**src/rtl/gmii_udp_pkg.sv**
```systemverilog
// Shared constants for the GMII UDP demultiplexer: header byte offsets
// (index 0 = first preamble byte), payload type codes and FSM encoding.
package gmii_udp_pkg;

  localparam logic [10:0] OFS_ETHTYPE = 11'd20;
  localparam logic [10:0] OFS_IPVER   = 11'd22;
  localparam logic [10:0] OFS_PROTO   = 11'd31;
  localparam logic [10:0] OFS_DSTIP   = 11'd38;
  localparam logic [10:0] OFS_DSTPORT = 11'd44;
  localparam logic [10:0] OFS_UDPLEN  = 11'd46;
  localparam logic [10:0] OFS_TYPE    = 11'd50;
  localparam logic [10:0] OFS_UDP     = 11'd42;
  localparam logic [10:0] OFS_VHDR0   = 11'd51;
  localparam logic [10:0] OFS_VHDR1   = 11'd52;
  localparam logic [10:0] CNT_MAX     = 11'd2047;

  localparam logic [7:0] PT_VIDEO = 8'h00;
  localparam logic [7:0] PT_AUDIO = 8'h01;

  typedef enum logic [2:0] {
    ST_IDLE = 3'd0,
    ST_HDR  = 3'd1,
    ST_VHDR = 3'd2,
    ST_VPAY = 3'd3,
    ST_APAY = 3'd4,
    ST_DROP = 3'd5
  } state_e;

  // End-of-packet outcome recorded for the optional statistics counters.
  typedef enum logic [1:0] {
    OC_NONE = 2'd0,
    OC_OK   = 2'd1,
    OC_DROP = 2'd2,
    OC_OVF  = 2'd3
  } outcome_e;

  // True while an accepted packet's payload is being processed.
  function automatic logic is_payload(input state_e s);
    return (s == ST_VHDR) || (s == ST_VPAY) || (s == ST_APAY);
  endfunction

endpackage

```
**src/rtl/gmii_udp_demux_hdr_filter.sv**
```systemverilog
// Byte counter, header field capture and accept filter for gmii_udp_demux.
// All outputs except the captured header state are combinational decodes of
// the current byte position; the parent FSM qualifies them by state.
module gmii_hdr_filter
  import gmii_udp_pkg::*;
#(
  parameter logic [31:0] IPV4_DST_BASE = 32'hC0A80001,
  parameter logic [15:0] DST_PORT      = 16'd12345,
  parameter logic [15:0] ETH_TYPE      = 16'h0800,
  parameter logic [7:0]  IP_VER        = 8'h45,
  parameter logic [7:0]  IP_PROTO      = 8'h11,
  parameter int          NUM_CH        = 2
) (
  input  logic        clk125,
  input  logic        sys_rst_n,
  input  logic        id,
  input  logic [7:0]  rxd,
  input  logic        rx_dv,
  output logic        byte_vld_o,
  output logic [10:0] rx_cnt_o,
  output logic        hdr_ok_o,
  output logic [2:0]  ch_o,
  output logic        last_o,
  output logic        sat_o
);

  logic        arm_q;
  logic [10:0] rx_cnt_q;
  logic [15:0] eth_type_q;
  logic [7:0]  ip_ver_q;
  logic [7:0]  proto_q;
  logic [31:0] dst_ip_q;
  logic [15:0] dst_port_q;
  logic [15:0] udp_len_q;

  logic [7:0]  base_s;
  logic [7:0]  ch_s;
  logic [16:0] last_idx_s;

  // After reset, bytes are only counted once rx_dv has been seen low, so a
  // frame already in flight at reset release is ignored entirely.
  assign byte_vld_o = rx_dv & arm_q;

  // Arm flag and saturating byte counter; counter clears while rx_dv is low.
  always_ff @(posedge clk125 or negedge sys_rst_n) begin
    if (!sys_rst_n) begin
      arm_q    <= 1'b0;
      rx_cnt_q <= 11'd0;
    end else begin
      arm_q <= arm_q | ~rx_dv;
      if (byte_vld_o) begin
        rx_cnt_q <= (rx_cnt_q == CNT_MAX) ? rx_cnt_q : rx_cnt_q + 11'd1;
      end else begin
        rx_cnt_q <= 11'd0;
      end
    end
  end

  // Big-endian capture of the header fields used by the filter.
  always_ff @(posedge clk125 or negedge sys_rst_n) begin
    if (!sys_rst_n) begin
      eth_type_q <= 16'd0;
      ip_ver_q   <= 8'd0;
      proto_q    <= 8'd0;
      dst_ip_q   <= 32'd0;
      dst_port_q <= 16'd0;
      udp_len_q  <= 16'd0;
    end else if (byte_vld_o) begin
      case (rx_cnt_q)
        OFS_ETHTYPE:          eth_type_q[15:8] <= rxd;
        OFS_ETHTYPE + 11'd1:  eth_type_q[7:0]  <= rxd;
        OFS_IPVER:            ip_ver_q         <= rxd;
        OFS_PROTO:            proto_q          <= rxd;
        OFS_DSTIP:            dst_ip_q[31:24]  <= rxd;
        OFS_DSTIP + 11'd1:    dst_ip_q[23:16]  <= rxd;
        OFS_DSTIP + 11'd2:    dst_ip_q[15:8]   <= rxd;
        OFS_DSTIP + 11'd3:    dst_ip_q[7:0]    <= rxd;
        OFS_DSTPORT:          dst_port_q[15:8] <= rxd;
        OFS_DSTPORT + 11'd1:  dst_port_q[7:0]  <= rxd;
        OFS_UDPLEN:           udp_len_q[15:8]  <= rxd;
        OFS_UDPLEN + 11'd1:   udp_len_q[7:0]   <= rxd;
        default: ;
      endcase
    end else begin
      udp_len_q <= udp_len_q;
    end
  end

  // Channel window starts at the base host byte, shifted by NUM_CH per board.
  assign base_s = IPV4_DST_BASE[7:0] + (id ? 8'(NUM_CH) : 8'd0);
  assign ch_s   = dst_ip_q[7:0] - base_s;
  assign ch_o   = ch_s[2:0];

  assign hdr_ok_o = (eth_type_q == ETH_TYPE) &&
                    (ip_ver_q == IP_VER) &&
                    (proto_q == IP_PROTO) &&
                    (dst_ip_q[31:8] == IPV4_DST_BASE[31:8]) &&
                    (ch_s < 8'(NUM_CH)) &&
                    (dst_port_q == DST_PORT) &&
                    (udp_len_q >= 16'd11);

  // UDP length covers its own 8-byte header, which starts at OFS_UDP.
  assign last_idx_s = 17'(OFS_UDP) - 17'd1 + {1'b0, udp_len_q};
  assign last_o     = byte_vld_o && (last_idx_s == {6'd0, rx_cnt_q});
  assign sat_o      = (rx_cnt_q == CNT_MAX);
  assign rx_cnt_o   = rx_cnt_q;

endmodule

```
**src/rtl/gmii_udp_demux.sv**
```systemverilog
// GMII Ethernet/IPv4/UDP receiver that demuxes payload into a video FIFO
// stream (pixel words tagged with line/x_tag) and a 12-bit AUX FIFO stream.
// Optional statistics counters: define GMII_UDP_DEMUX_STATS_EN.
module gmii_udp_demux
  import gmii_udp_pkg::*;
#(
  parameter logic [31:0] IPV4_DST_BASE = 32'hC0A80001,
  parameter logic [15:0] DST_PORT      = 16'd12345,
  parameter logic [15:0] ETH_TYPE      = 16'h0800,
  parameter logic [7:0]  IP_VER        = 8'h45,
  parameter logic [7:0]  IP_PROTO      = 8'h11,
  parameter int          NUM_CH        = 2,
  parameter int          PIX_BYTES     = 2,
  parameter int          VID_W         = 16 + 8 * PIX_BYTES
) (
  input  logic             clk125,
  input  logic             sys_rst_n,
  input  logic             id,
  input  logic [7:0]       rxd,
  input  logic             rx_dv,
  output logic [VID_W-1:0] vid_data,
  output logic             vid_wr_en,
  input  logic             vid_full,
  output logic [2:0]       vid_ch,
  output logic [11:0]      aux_data,
  output logic             aux_wr_en,
  input  logic             aux_full,
  output logic             pkt_active,
  output logic             ovf_err
`ifdef GMII_UDP_DEMUX_STATS_EN
  ,
  output logic [15:0]      pkt_ok_cnt,
  output logic [15:0]      pkt_drop_cnt,
  output logic [15:0]      ovf_cnt
`endif
);

  localparam int         PW       = 8 * PIX_BYTES;
  localparam logic [1:0] PIX_LAST = 2'(PIX_BYTES - 1);

  logic        byte_vld_s;
  logic [10:0] rx_cnt_s;
  logic        hdr_ok_s;
  logic [2:0]  ch_s;
  logic        last_s;
  logic        sat_s;
  logic        end_s;
  logic        abort_s;
  logic [PW-1:0] pix_word_s;

  state_e           state_q,    state_d;
  logic [VID_W-1:0] vid_data_q, vid_data_d;
  logic             vid_wr_q,   vid_wr_d;
  logic [2:0]       vid_ch_q,   vid_ch_d;
  logic [11:0]      aux_data_q, aux_data_d;
  logic             aux_wr_q,   aux_wr_d;
  logic             ovf_q,      ovf_d;
  logic [11:0]      y_q,        y_d;
  logic [3:0]       xtag_q,     xtag_d;
  logic [PW-9:0]    pix_acc_q,  pix_acc_d;
  logic [1:0]       pix_idx_q,  pix_idx_d;
  logic [1:0]       grp_q,      grp_d;
  logic [7:0]       aux_b0_q,   aux_b0_d;
  logic [3:0]       aux_hi_q,   aux_hi_d;

  gmii_hdr_filter #(
    .IPV4_DST_BASE (IPV4_DST_BASE),
    .DST_PORT      (DST_PORT),
    .ETH_TYPE      (ETH_TYPE),
    .IP_VER        (IP_VER),
    .IP_PROTO      (IP_PROTO),
    .NUM_CH        (NUM_CH)
  ) u_filter (
    .clk125     (clk125),
    .sys_rst_n  (sys_rst_n),
    .id         (id),
    .rxd        (rxd),
    .rx_dv      (rx_dv),
    .byte_vld_o (byte_vld_s),
    .rx_cnt_o   (rx_cnt_s),
    .hdr_ok_o   (hdr_ok_s),
    .ch_o       (ch_s),
    .last_o     (last_s),
    .sat_o      (sat_s)
  );

  // Payload ends on the last UDP byte, or when an oversize frame saturates.
  assign end_s      = last_s | sat_s;
  assign pix_word_s = {pix_acc_q, rxd};

  // Next-state, packers and write strobes; writes land one cycle after the
  // completing byte, and a full FIFO seen on that byte aborts the packet.
  always_comb begin
    state_d    = state_q;
    vid_data_d = vid_data_q;
    vid_wr_d   = 1'b0;
    vid_ch_d   = vid_ch_q;
    aux_data_d = aux_data_q;
    aux_wr_d   = 1'b0;
    ovf_d      = 1'b0;
    y_d        = y_q;
    xtag_d     = xtag_q;
    pix_acc_d  = pix_acc_q;
    pix_idx_d  = pix_idx_q;
    grp_d      = grp_q;
    aux_b0_d   = aux_b0_q;
    aux_hi_d   = aux_hi_q;
    abort_s    = 1'b0;

    case (state_q)
      ST_IDLE: begin
        if (byte_vld_s && (rx_cnt_s == 11'd0)) begin
          state_d = ST_HDR;
        end else begin
          state_d = ST_IDLE;
        end
      end

      ST_HDR: begin
        if (!byte_vld_s) begin
          state_d = ST_IDLE;
        end else if (rx_cnt_s == OFS_TYPE) begin
          pix_idx_d = 2'd0;
          grp_d     = 2'd0;
          if (hdr_ok_s && (rxd == PT_VIDEO)) begin
            state_d  = ST_VHDR;
            vid_ch_d = ch_s;
          end else if (hdr_ok_s && (rxd == PT_AUDIO)) begin
            state_d  = ST_APAY;
            vid_ch_d = ch_s;
          end else begin
            state_d = ST_DROP;
          end
        end else begin
          state_d = ST_HDR;
        end
      end

      ST_VHDR: begin
        if (!byte_vld_s) begin
          state_d = ST_IDLE;
        end else begin
          if (rx_cnt_s == OFS_VHDR0) begin
            y_d[7:0] = rxd;
          end else begin
            y_d[11:8] = rxd[3:0];
            xtag_d    = rxd[7:4];
          end
          if (end_s) begin
            state_d = ST_DROP;
          end else if (rx_cnt_s == OFS_VHDR1) begin
            state_d = ST_VPAY;
          end else begin
            state_d = ST_VHDR;
          end
        end
      end

      ST_VPAY: begin
        if (!byte_vld_s) begin
          state_d = ST_IDLE;
        end else begin
          if (pix_idx_q == PIX_LAST) begin
            pix_idx_d = 2'd0;
            if (vid_full) begin
              ovf_d   = 1'b1;
              abort_s = 1'b1;
            end else begin
              vid_wr_d   = 1'b1;
              vid_data_d = {xtag_q, y_q, pix_word_s};
            end
          end else begin
            pix_acc_d = pix_word_s[PW-9:0];
            pix_idx_d = pix_idx_q + 2'd1;
          end
          if (abort_s || end_s) begin
            state_d = ST_DROP;
          end else begin
            state_d = ST_VPAY;
          end
        end
      end

      ST_APAY: begin
        if (!byte_vld_s) begin
          state_d = ST_IDLE;
        end else begin
          case (grp_q)
            2'd0: begin
              aux_b0_d = rxd;
              grp_d    = 2'd1;
            end
            2'd1: begin
              aux_hi_d = rxd[7:4];
              grp_d    = 2'd2;
              if (aux_full) begin
                ovf_d   = 1'b1;
                abort_s = 1'b1;
              end else begin
                aux_wr_d   = 1'b1;
                aux_data_d = {rxd[3:0], aux_b0_q};
              end
            end
            default: begin
              grp_d = 2'd0;
              if (aux_full) begin
                ovf_d   = 1'b1;
                abort_s = 1'b1;
              end else begin
                aux_wr_d   = 1'b1;
                aux_data_d = {rxd, aux_hi_q};
              end
            end
          endcase
          if (abort_s || end_s) begin
            state_d = ST_DROP;
          end else begin
            state_d = ST_APAY;
          end
        end
      end

      ST_DROP: begin
        if (!byte_vld_s) begin
          state_d = ST_IDLE;
        end else begin
          state_d = ST_DROP;
        end
      end

      default: begin
        state_d = ST_IDLE;
      end
    endcase
  end

  // State and datapath registers.
  always_ff @(posedge clk125 or negedge sys_rst_n) begin
    if (!sys_rst_n) begin
      state_q    <= ST_IDLE;
      vid_data_q <= '0;
      vid_wr_q   <= 1'b0;
      vid_ch_q   <= 3'd0;
      aux_data_q <= 12'd0;
      aux_wr_q   <= 1'b0;
      ovf_q      <= 1'b0;
      y_q        <= 12'd0;
      xtag_q     <= 4'd0;
      pix_acc_q  <= '0;
      pix_idx_q  <= 2'd0;
      grp_q      <= 2'd0;
      aux_b0_q   <= 8'd0;
      aux_hi_q   <= 4'd0;
    end else begin
      state_q    <= state_d;
      vid_data_q <= vid_data_d;
      vid_wr_q   <= vid_wr_d;
      vid_ch_q   <= vid_ch_d;
      aux_data_q <= aux_data_d;
      aux_wr_q   <= aux_wr_d;
      ovf_q      <= ovf_d;
      y_q        <= y_d;
      xtag_q     <= xtag_d;
      pix_acc_q  <= pix_acc_d;
      pix_idx_q  <= pix_idx_d;
      grp_q      <= grp_d;
      aux_b0_q   <= aux_b0_d;
      aux_hi_q   <= aux_hi_d;
    end
  end

  assign vid_data   = vid_data_q;
  assign vid_wr_en  = vid_wr_q;
  assign vid_ch     = vid_ch_q;
  assign aux_data   = aux_data_q;
  assign aux_wr_en  = aux_wr_q;
  assign ovf_err    = ovf_q;
  assign pkt_active = is_payload(state_q);

`ifdef GMII_UDP_DEMUX_STATS_EN
  outcome_e    outcome_q, outcome_d;
  logic [15:0] ok_cnt_q, drop_cnt_q, ovf_cnt_q;

  // Remember how the current packet ended; truncated packets record nothing.
  always_comb begin
    outcome_d = outcome_q;
    if (!byte_vld_s) begin
      outcome_d = OC_NONE;
    end else if ((state_q == ST_HDR) && (state_d == ST_DROP)) begin
      outcome_d = OC_DROP;
    end else if (ovf_d) begin
      outcome_d = OC_OVF;
    end else if (is_payload(state_q) && last_s && (state_d == ST_DROP)) begin
      outcome_d = OC_OK;
    end else begin
      outcome_d = outcome_q;
    end
  end

  // Commit the recorded outcome to its counter once rx_dv drops.
  always_ff @(posedge clk125 or negedge sys_rst_n) begin
    if (!sys_rst_n) begin
      outcome_q  <= OC_NONE;
      ok_cnt_q   <= 16'd0;
      drop_cnt_q <= 16'd0;
      ovf_cnt_q  <= 16'd0;
    end else begin
      outcome_q <= outcome_d;
      if (!byte_vld_s) begin
        case (outcome_q)
          OC_OK:   ok_cnt_q   <= ok_cnt_q + 16'd1;
          OC_DROP: drop_cnt_q <= drop_cnt_q + 16'd1;
          OC_OVF:  ovf_cnt_q  <= ovf_cnt_q + 16'd1;
          default: ;
        endcase
      end else begin
        ok_cnt_q <= ok_cnt_q;
      end
    end
  end

  assign pkt_ok_cnt   = ok_cnt_q;
  assign pkt_drop_cnt = drop_cnt_q;
  assign ovf_cnt      = ovf_cnt_q;
`endif

endmodule
```
**config.mk**
```make
export PLATFORM = sky130hd
export DESIGN_NAME = gmii_udp_demux
export DESIGN_NICKNAME = d
export VERILOG_FILES = /design/src/rtl/gmii_udp_pkg.sv /design/src/rtl/gmii_udp_demux_hdr_filter.sv /design/src/rtl/gmii_udp_demux.sv
export SDC_FILE = /design/constraint.sdc
export NUM_CORES = 1
export LEC_CHECK = 0
export ABC_CLOCK_PERIOD_IN_PS = 3400
export BUFFER_PORTS_ARGS = -buffer_cell sky130_fd_sc_hd__buf_2
export CAP_MARGIN = 0
export CORE_ASPECT_RATIO = 0.6
export CORE_MARGIN = 2
export CORE_UTILIZATION = 60
export DETAILED_ROUTE_END_ITERATION = 10
export PLACE_DENSITY = 0.79
export RECOVER_POWER = 25
export SETUP_SLACK_MARGIN = 0.15
export SLEW_MARGIN = 10
export SYNTH_ARGS = -nofsm -noshare
export SYNTH_HDL_FRONTEND = slang
export SYNTH_HIERARCHICAL = 1
export SYNTH_SLANG_ARGS = --single-unit
```
**constraint.sdc**
```tcl
create_clock -name clk125 -period 3.4 [get_ports clk125]
set_clock_uncertainty 0.1 [all_clocks]
set_input_delay 0.17 -clock clk125 [delete_from_list [all_inputs] [get_ports clk125]]
set_output_delay 0.17 -clock clk125 [all_outputs]
set_load 0.05 [all_outputs]
```
Word-level counts from Yosys, hierarchy flattened
Index checks and enable logic that the tools add are counted.
{"block": "classes", "n_eq_ne": 35, "n_addsub": 5, "n_bitwise": 9, "order_cmp": 2, "mux": 49, "reduce_logical": 43}
{"op": "$eq 11x6->1 const B", "n": 11}
{"op": "$eq 11x5->1 const B", "n": 4}
{"op": "$mux 3", "n": 11}
{"op": "$eq 24x24->1 const B", "n": 1}
{"op": "$mux 12", "n": 2}
{"op": "$pmux 12 s2", "n": 1}
{"op": "$reduce_and 2->1", "n": 12}
{"op": "$mux 1", "n": 22}
{"op": "$mux 11", "n": 2}
{"op": "$reduce_and 4->1", "n": 5}
{"op": "$pmux 3 s6", "n": 1}
{"op": "$add 6x16->17 const A", "n": 1}
{"op": "$eq 17x11->1", "n": 1}
{"op": "$eq 16x12->1 const B", "n": 1}
{"op": "$eq 16x14->1 const B", "n": 1}
{"op": "$ge 16x4->1 const B", "n": 1}
{"op": "$reduce_and 3->1", "n": 5}
{"op": "$mux 2", "n": 6}
{"op": "$pmux 2 s2", "n": 3}
{"op": "$add 11x1->11 const B", "n": 1}
{"op": "$eq 11x11->1 const B", "n": 1}
{"op": "$logic_not 11->1", "n": 1}
{"op": "$logic_and 1x1->1", "n": 10}
{"op": "$ne 2x2->1 const B", "n": 5}
{"op": "20 further kinds", "n": 34}
{"block": "totals", "register_bits": 201, "output_inout_bits": 51}

Logic depth before layout (Yosys ltp)
{"block": "logic_depth", "depth_word": 13, "depth_mapped": 11}

Hierarchy
The synthesis kept the hierarchy.
{"module": "gmii_hdr_filter", "cells_each": 406, "area_per_inst_um2": 5123.7, "instances": 1}
{"module": "gmii_udp_demux", "cells_each": 281, "area_per_inst_um2": 4058.9, "instances": 1}

Worst setup path before layout
OpenSTA, ideal clock, no wires.
{"block": "synth_timing", "kind": "reg2reg", "from": "register u_filter.dst_ip_q[0]", "to": "register vid_ch_q[0] (netlist: vid_ch[0])", "path_stages_with_launch": 12, "setup_slack_ps": 445, "t_arrival_ps": 2730, "setup_ps": 125, "t_required_ps": 3175, "n_path_buf": 0, "path_cell_list": "dfrtp_1 > inv_1 > fa_1 > nor4bb_1 > nand2_1 > nor4_1 > nand2_1 > nor4_1 > nor4b_1 > nand2_1 > nor4_4 > mux2_2"}
{"block": "synth_via", "elab_chain_len": 8, "elab_cells_between_ends": 11, "classes_between": "1 x add/sub; 1 x order compare; 2 x mux; 7 x reduce/logical"}
{"item": "start: declaration", "line": "gmii_udp_demux_hdr_filter.sv:32", "text": "logic [31:0] dst_ip_q;"}
{"item": "start signal: assignment", "line": "gmii_udp_demux_hdr_filter.sv:77", "text": "OFS_DSTIP + 11'd3: dst_ip_q[7:0] <= rxd;"}
{"item": "$sub 8x8->8 (*)", "line": "gmii_udp_demux_hdr_filter.sv:91", "text": "assign ch_s = dst_ip_q[7:0] - base_s;"}
{"item": "via ch_s[0]", "line": "gmii_udp_demux.sv:44", "text": "logic [2:0] ch_s;"}
{"item": "$lt 8x2->1 (*)", "line": "gmii_udp_demux_hdr_filter.sv:98", "text": "(ch_s < 8'(NUM_CH)) &&"}
{"item": "$logic_and 1x1->1 (*)", "line": "gmii_udp_demux_hdr_filter.sv:97", "text": "(dst_ip_q[31:8] == IPV4_DST_BASE[31:8]) &&"}
{"item": "$logic_and 1x1->1 (*)", "line": "gmii_udp_demux_hdr_filter.sv:98"}
{"item": "$logic_and 1x1->1 (*)", "line": "gmii_udp_demux_hdr_filter.sv:99", "text": "(dst_port_q == DST_PORT) &&"}
{"item": "via hdr_ok_s", "line": "gmii_udp_demux.sv:43", "text": "logic hdr_ok_s;"}
{"item": "$logic_and 1x1->1 (on tied branches)", "line": "gmii_udp_demux.sv:125, gmii_udp_demux.sv:128"}
{"item": "$reduce_bool 2->1 (no source line)"}
{"item": "$reduce_and 4->1 (no source line)"}
{"item": "end signal: assignment", "line": "gmii_udp_demux.sv:258", "text": "vid_ch_q <= vid_ch_d;"}
{"item": "end: declaration", "line": "gmii_udp_demux.sv:54", "text": "logic [2:0] vid_ch_q, vid_ch_d;"}
The timed path passes the listed nets; every way through them passes the cells marked *. The select of a mux whose other input is x is not followed.
A chain may end at the register's enable or synchronous reset.

Final worst setup path
{"block": "layout_timing", "from": "register u_filter.dst_ip_q[0]", "to": "register vid_ch_q[1] (netlist: vid_ch[1])"}
Same word-level chain as after synthesis.

==> impl_metrics.sql <==
INSERT INTO impl_metrics (metric_group, metric, value, unit) VALUES
('sta', 'max-slew-margin-rel', '-73.4', '%'),
('sta', 'timing.final.hold_violations', '0', ''),
('floorplanning', 'die-area', '16300', 'um2'),
('outcome', 'failed_checks', 'capacitance limit, slew limit', ''),
('cts', 'cts.path.max_buffers', '3', ''),
('sta', 'part_of_the_cycle_the_worst_path_needs', '89.6', '%'),
('cts', 'clk_pin_slew', '0.07', 'ns'),
('yosys', 'synth_most_common_cell', 'sky130_fd_sc_hd__dfrtp_1', ''),
('placement', 'place.port_buffers', '64', ''),
('floorplanning', 'io-pin-count', '65', ''),
('drt', 'dr.pass1.iters', '5', ''),
('yosys', 'ys.flop_type', 'sky130_fd_sc_hd__dfrtp_1', ''),
('yosys', 'distinct_cell_type_count_of_the_synthesized_netlist', '64', ''),
('cts', 'h_tree_levels', '1', ''),
('global_routing', 'grt_first_pass_wirelength', '34.3', 'mm'),
('finish', 'combined_area_of_the_multi_input_logic_cells', '3930', 'um2'),
('min_path', 'hp-class', 'in2reg', ''),
('yosys', 'most_frequent_cells_after_synthesis', 'sky130_fd_sc_hd__dfrtp_1 (201), sky130_fd_sc_hd__mux2_2 (128), sky130_fd_sc_hd__mux2_4 (29)', ''),
('critical_path', 'worst_ep_arrival_time', '3.32', 'ns'),
('finish', 'finalNetCount', '775', ''),
('critical_path', 'timing.critical_path.to_type', 'register', ''),
('global_routing', 'gr-total-overflow', '0', ''),
('floorplanning', 'die_w', '164', 'um'),
('drt', 'number_of_drc_markers_in_iteration_0', '476', ''),
('power', 'p_leak', '0.00521', 'uW'),
('finish', 'layout.filler_cells', '1046', ''),
('yosys', 'synthArstFlopShare', '100', '%'),
('placement', 'routabilityCongestion', '0.913', ''),
('yosys', 'post_synth_main_area_contributors', 'sky130_fd_sc_hd__dfrtp_1 (55%), sky130_fd_sc_hd__mux2_2 (16%), sky130_fd_sc_hd__mux2_4 (4.7%)', ''),
('yosys', 'synthesis.area_per_instance', '13.4', 'um2'),
('yosys', 'syn_std_cell_area', '9180', 'um2'),
('finish', 'flow.area_growth_from_synthesis', '12.5', '%'),
('yosys', 'synth_seq_cells', '201', ''),
('yosys', 'synth_largest_area_cell', 'sky130_fd_sc_hd__dfrtp_1', ''),
('finish', 'seqCellArea', '5030', 'um2'),
('sta', 'worst_slew_pin_slew', '2.60', 'ns'),
('finish', 'final_core_utilization', '70.2', '%'),
('critical_path', 'worstPathRequired', '3.67', 'ns'),
('sta', 'slew_viol_final', '108', ''),
('drt', 'route.detailed.vias_per_inst', '6.15', ''),
('drt', 'post_detailed_route_wirelength_per_cell', '22.2', 'um'),
('cts', 'sinks_on_clock_net', '201', ''),
('floorplanning', 'core_area', '14700', 'um2'),
('critical_path', 'startpoint_type', 'register', ''),
('critical_path', 'worst-setup-path-type', 'reg2reg', ''),
('drt', 'drtAntennaViolNets', '0', ''),
('cts', 'cts-root-buf', 'sky130_fd_sc_hd__clkbuf_16', ''),
('cts', 'worst_skew_pair.late_latency', '0.49', 'ns'),
('global_routing', 'via_count_of_the_first_global_routing_pass', '5960', ''),
('floorplanning', 'floorplan.initialDensity', '62.4', '%'),
('yosys', 'synth_nets', '708', ''),
('finish', 'num_antenna_cells', '0', ''),
('yosys', 'post_synth_inst_count', '687', ''),
('sta', 'final-setup-viol-count', '0', ''),
('yosys', 'count_of_flip_flops_with_a_built_in_enable_after_synthesis', '0', ''),
('job', 'cap_viol_max_count', '1', ''),
('drt', 'vias', '5926', ''),
('outcome', 'run_status', 'finished with violations', ''),
('drt', 'drcViolationCount', '0', ''),
('global_routing', 'antenna_found_initial', '0', ''),
('yosys', 'ys_warn_count', '6', ''),
('yosys', 'ys_seq_area_share', '54.8', '%'),
('sta', 'fin_crit', '3.05', 'ns'),
('critical_path', 'cp_max_fo', '3', ''),
('global_routing', 'global_route.usage.total', '27.4', '%'),
('yosys', 'synth_top_area_share', '54.8', '%'),
('global_routing', 'maximum_number_of_pins_on_one_net_before_global_route_repair', '108', ''),
('drt', 'postRouteWirelength', '21.4', 'mm'),
('cts', 'tritoncts', 'yes', ''),
('sta', 'fin_tns_setup', '0', 'ns'),
('sta', 'highest_attainable_clock_frequency', '328', 'MHz'),
('cts', 'cts_inserted_buffers', '19', ''),
('placement', 'hpwl', '13.9', 'mm'),
('floorplanning', 'rows', '34', ''),
('sta', 'rsz0062_at_grt', 'no', ''),
('power', 'pwr_dens', '464', 'nW/um2'),
('finish', 'drive_above_1_share', '36.7', '%'),
('power', 'vdd_ir_drop_max', '0.376', 'mV'),
('floorplanning', 'vertical_die_dimension', '99.8', 'um');
final cells by class:
cell class | instances | share of cell area (%)
repair buffers | 77 | 3.98
flip-flops and latches | 201 | 48.7
well taps | 198 | 2.40
inverters | 18 | 0.654
clock inverters | 7 | 1.13
clock buffers | 25 | 5.11
multi-input cells | 437 | 38.0
worst max-delay path, cell delays in order (launching register included):
cell,delay [ns]
sky130_fd_sc_hd__dfrtp_1,0.36
sky130_fd_sc_hd__inv_1,0.07
sky130_fd_sc_hd__fa_1,0.54
sky130_fd_sc_hd__nor4bb_2,0.21
sky130_fd_sc_hd__nand2_1,0.09
sky130_fd_sc_hd__nor4_2,0.18
sky130_fd_sc_hd__nand2_1,0.09
sky130_fd_sc_hd__nor4_1,0.21
sky130_fd_sc_hd__nor4b_2,0.23
sky130_fd_sc_hd__nand2_1,0.14
sky130_fd_sc_hd__nor4_4,0.32
sky130_fd_sc_hd__mux2_2,0.38
routing by layer:
layer	global-route usage, %	up-vias	wire (um)
li1	-	2632	-
met1	42.2	3044	10100
met2	40.6	213	9370
met3	4.71	37	1390
met4	7.09	0	542
met5	0	-	0
metrics by stage:
step	setup slack [ns]	power (uW)	hold WS [ns]	std cells	area, um2
final	0.352	4790	0.0484	963	10300
after global placement	0.143	2610	0.220	927	9650
after CTS	0.209	4820	0.0429	962	10300
after detailed placement	0.0813	2620	0.238	927	9650
after global routing	0.146	4930	0.0918	963	10300
after floorplan	0.445	2510	-0.226	687	9180
worst paths after layout:
path	startpoint	endpoint	slack, ns	cells past startpoint
worst max-delay path	u_filter/dst_ip_q[0]	vid_ch[1]	0.35	11
worst min register to register	aux_data[8]	aux_data[8]	0.38	2
min in group asynchronous	sys_rst_n	aux_b0_q[4]	0.94	2
worst max register to register	u_filter/dst_ip_q[0]	vid_ch[1]	0.35	11
max in group asynchronous	sys_rst_n	y_q[4]	0.69	3
worst min-delay path	vid_full	state_q[1]	0.05	4
placed cells by master, fill, tap and decap left out, types with 7 or more instances in the layout:
master                      count
sky130_fd_sc_hd__clkbuf_1      12
sky130_fd_sc_hd__nand3_1        9
sky130_fd_sc_hd__mux2_2       128
sky130_fd_sc_hd__nor4b_1        8
sky130_fd_sc_hd__nor2_1        25
sky130_fd_sc_hd__xor2_1        11
sky130_fd_sc_hd__and3_1         7
sky130_fd_sc_hd__buf_4         11
sky130_fd_sc_hd__xnor2_1       14
sky130_fd_sc_hd__buf_2         54
sky130_fd_sc_hd__o21ai_2        7
sky130_fd_sc_hd__inv_1         18
sky130_fd_sc_hd__o21ai_0       16
sky130_fd_sc_hd__a21oi_1       12
sky130_fd_sc_hd__mux2i_1       14
sky130_fd_sc_hd__nor4_1        14
sky130_fd_sc_hd__nand2_1       28
sky130_fd_sc_hd__mux2_1        10
sky130_fd_sc_hd__nand4_1       14
sky130_fd_sc_hd__dfrtp_1      201
sky130_fd_sc_hd__mux2_4        29
sky130_fd_sc_hd__clkbuf_16     19
report_power, final:
group	internal, uW	leakage [uW]	total (uW)	switching (uW)
Sequential	2390	0.00279	2410	18.5
Combinational	36.6	0.00210	164	127
Clock	1320	0.000319	2220	891
state kept, by name (all words and copies together) (netlist names), 11 cells and up:
register	count
y_q	12
u_filter/eth_type_q	16
u_filter/dst_port_q	16
u_filter/dst_ip_q	32
u_filter/rx_cnt_o	11
vid_data	32
aux_data	12
u_filter/udp_len_q	16
logic make-up after synthesis:
family,synth area share (%)
multiplexers,23.2
AO/OA/AOI/OAI,4.13
buffers and inverters,2.64
AND/OR/NAND/NOR,11.8
adder cells (fa/ha/maj),1.04
XOR/XNOR,2.38
flip-flops,54.8
timing repair:
item | in CTS | in global routing
resized for setup | 1 | 2
gates cloned | 0 | 0
endpoints found under the hold margin | 104 | 0
setup endpoints to repair | 3 | 4
pin swaps | 2 | 4
hold buffers | 2 | 0
setup buffers | 1 | 1
No activity file was read; power rests on OpenSTA's default activity.
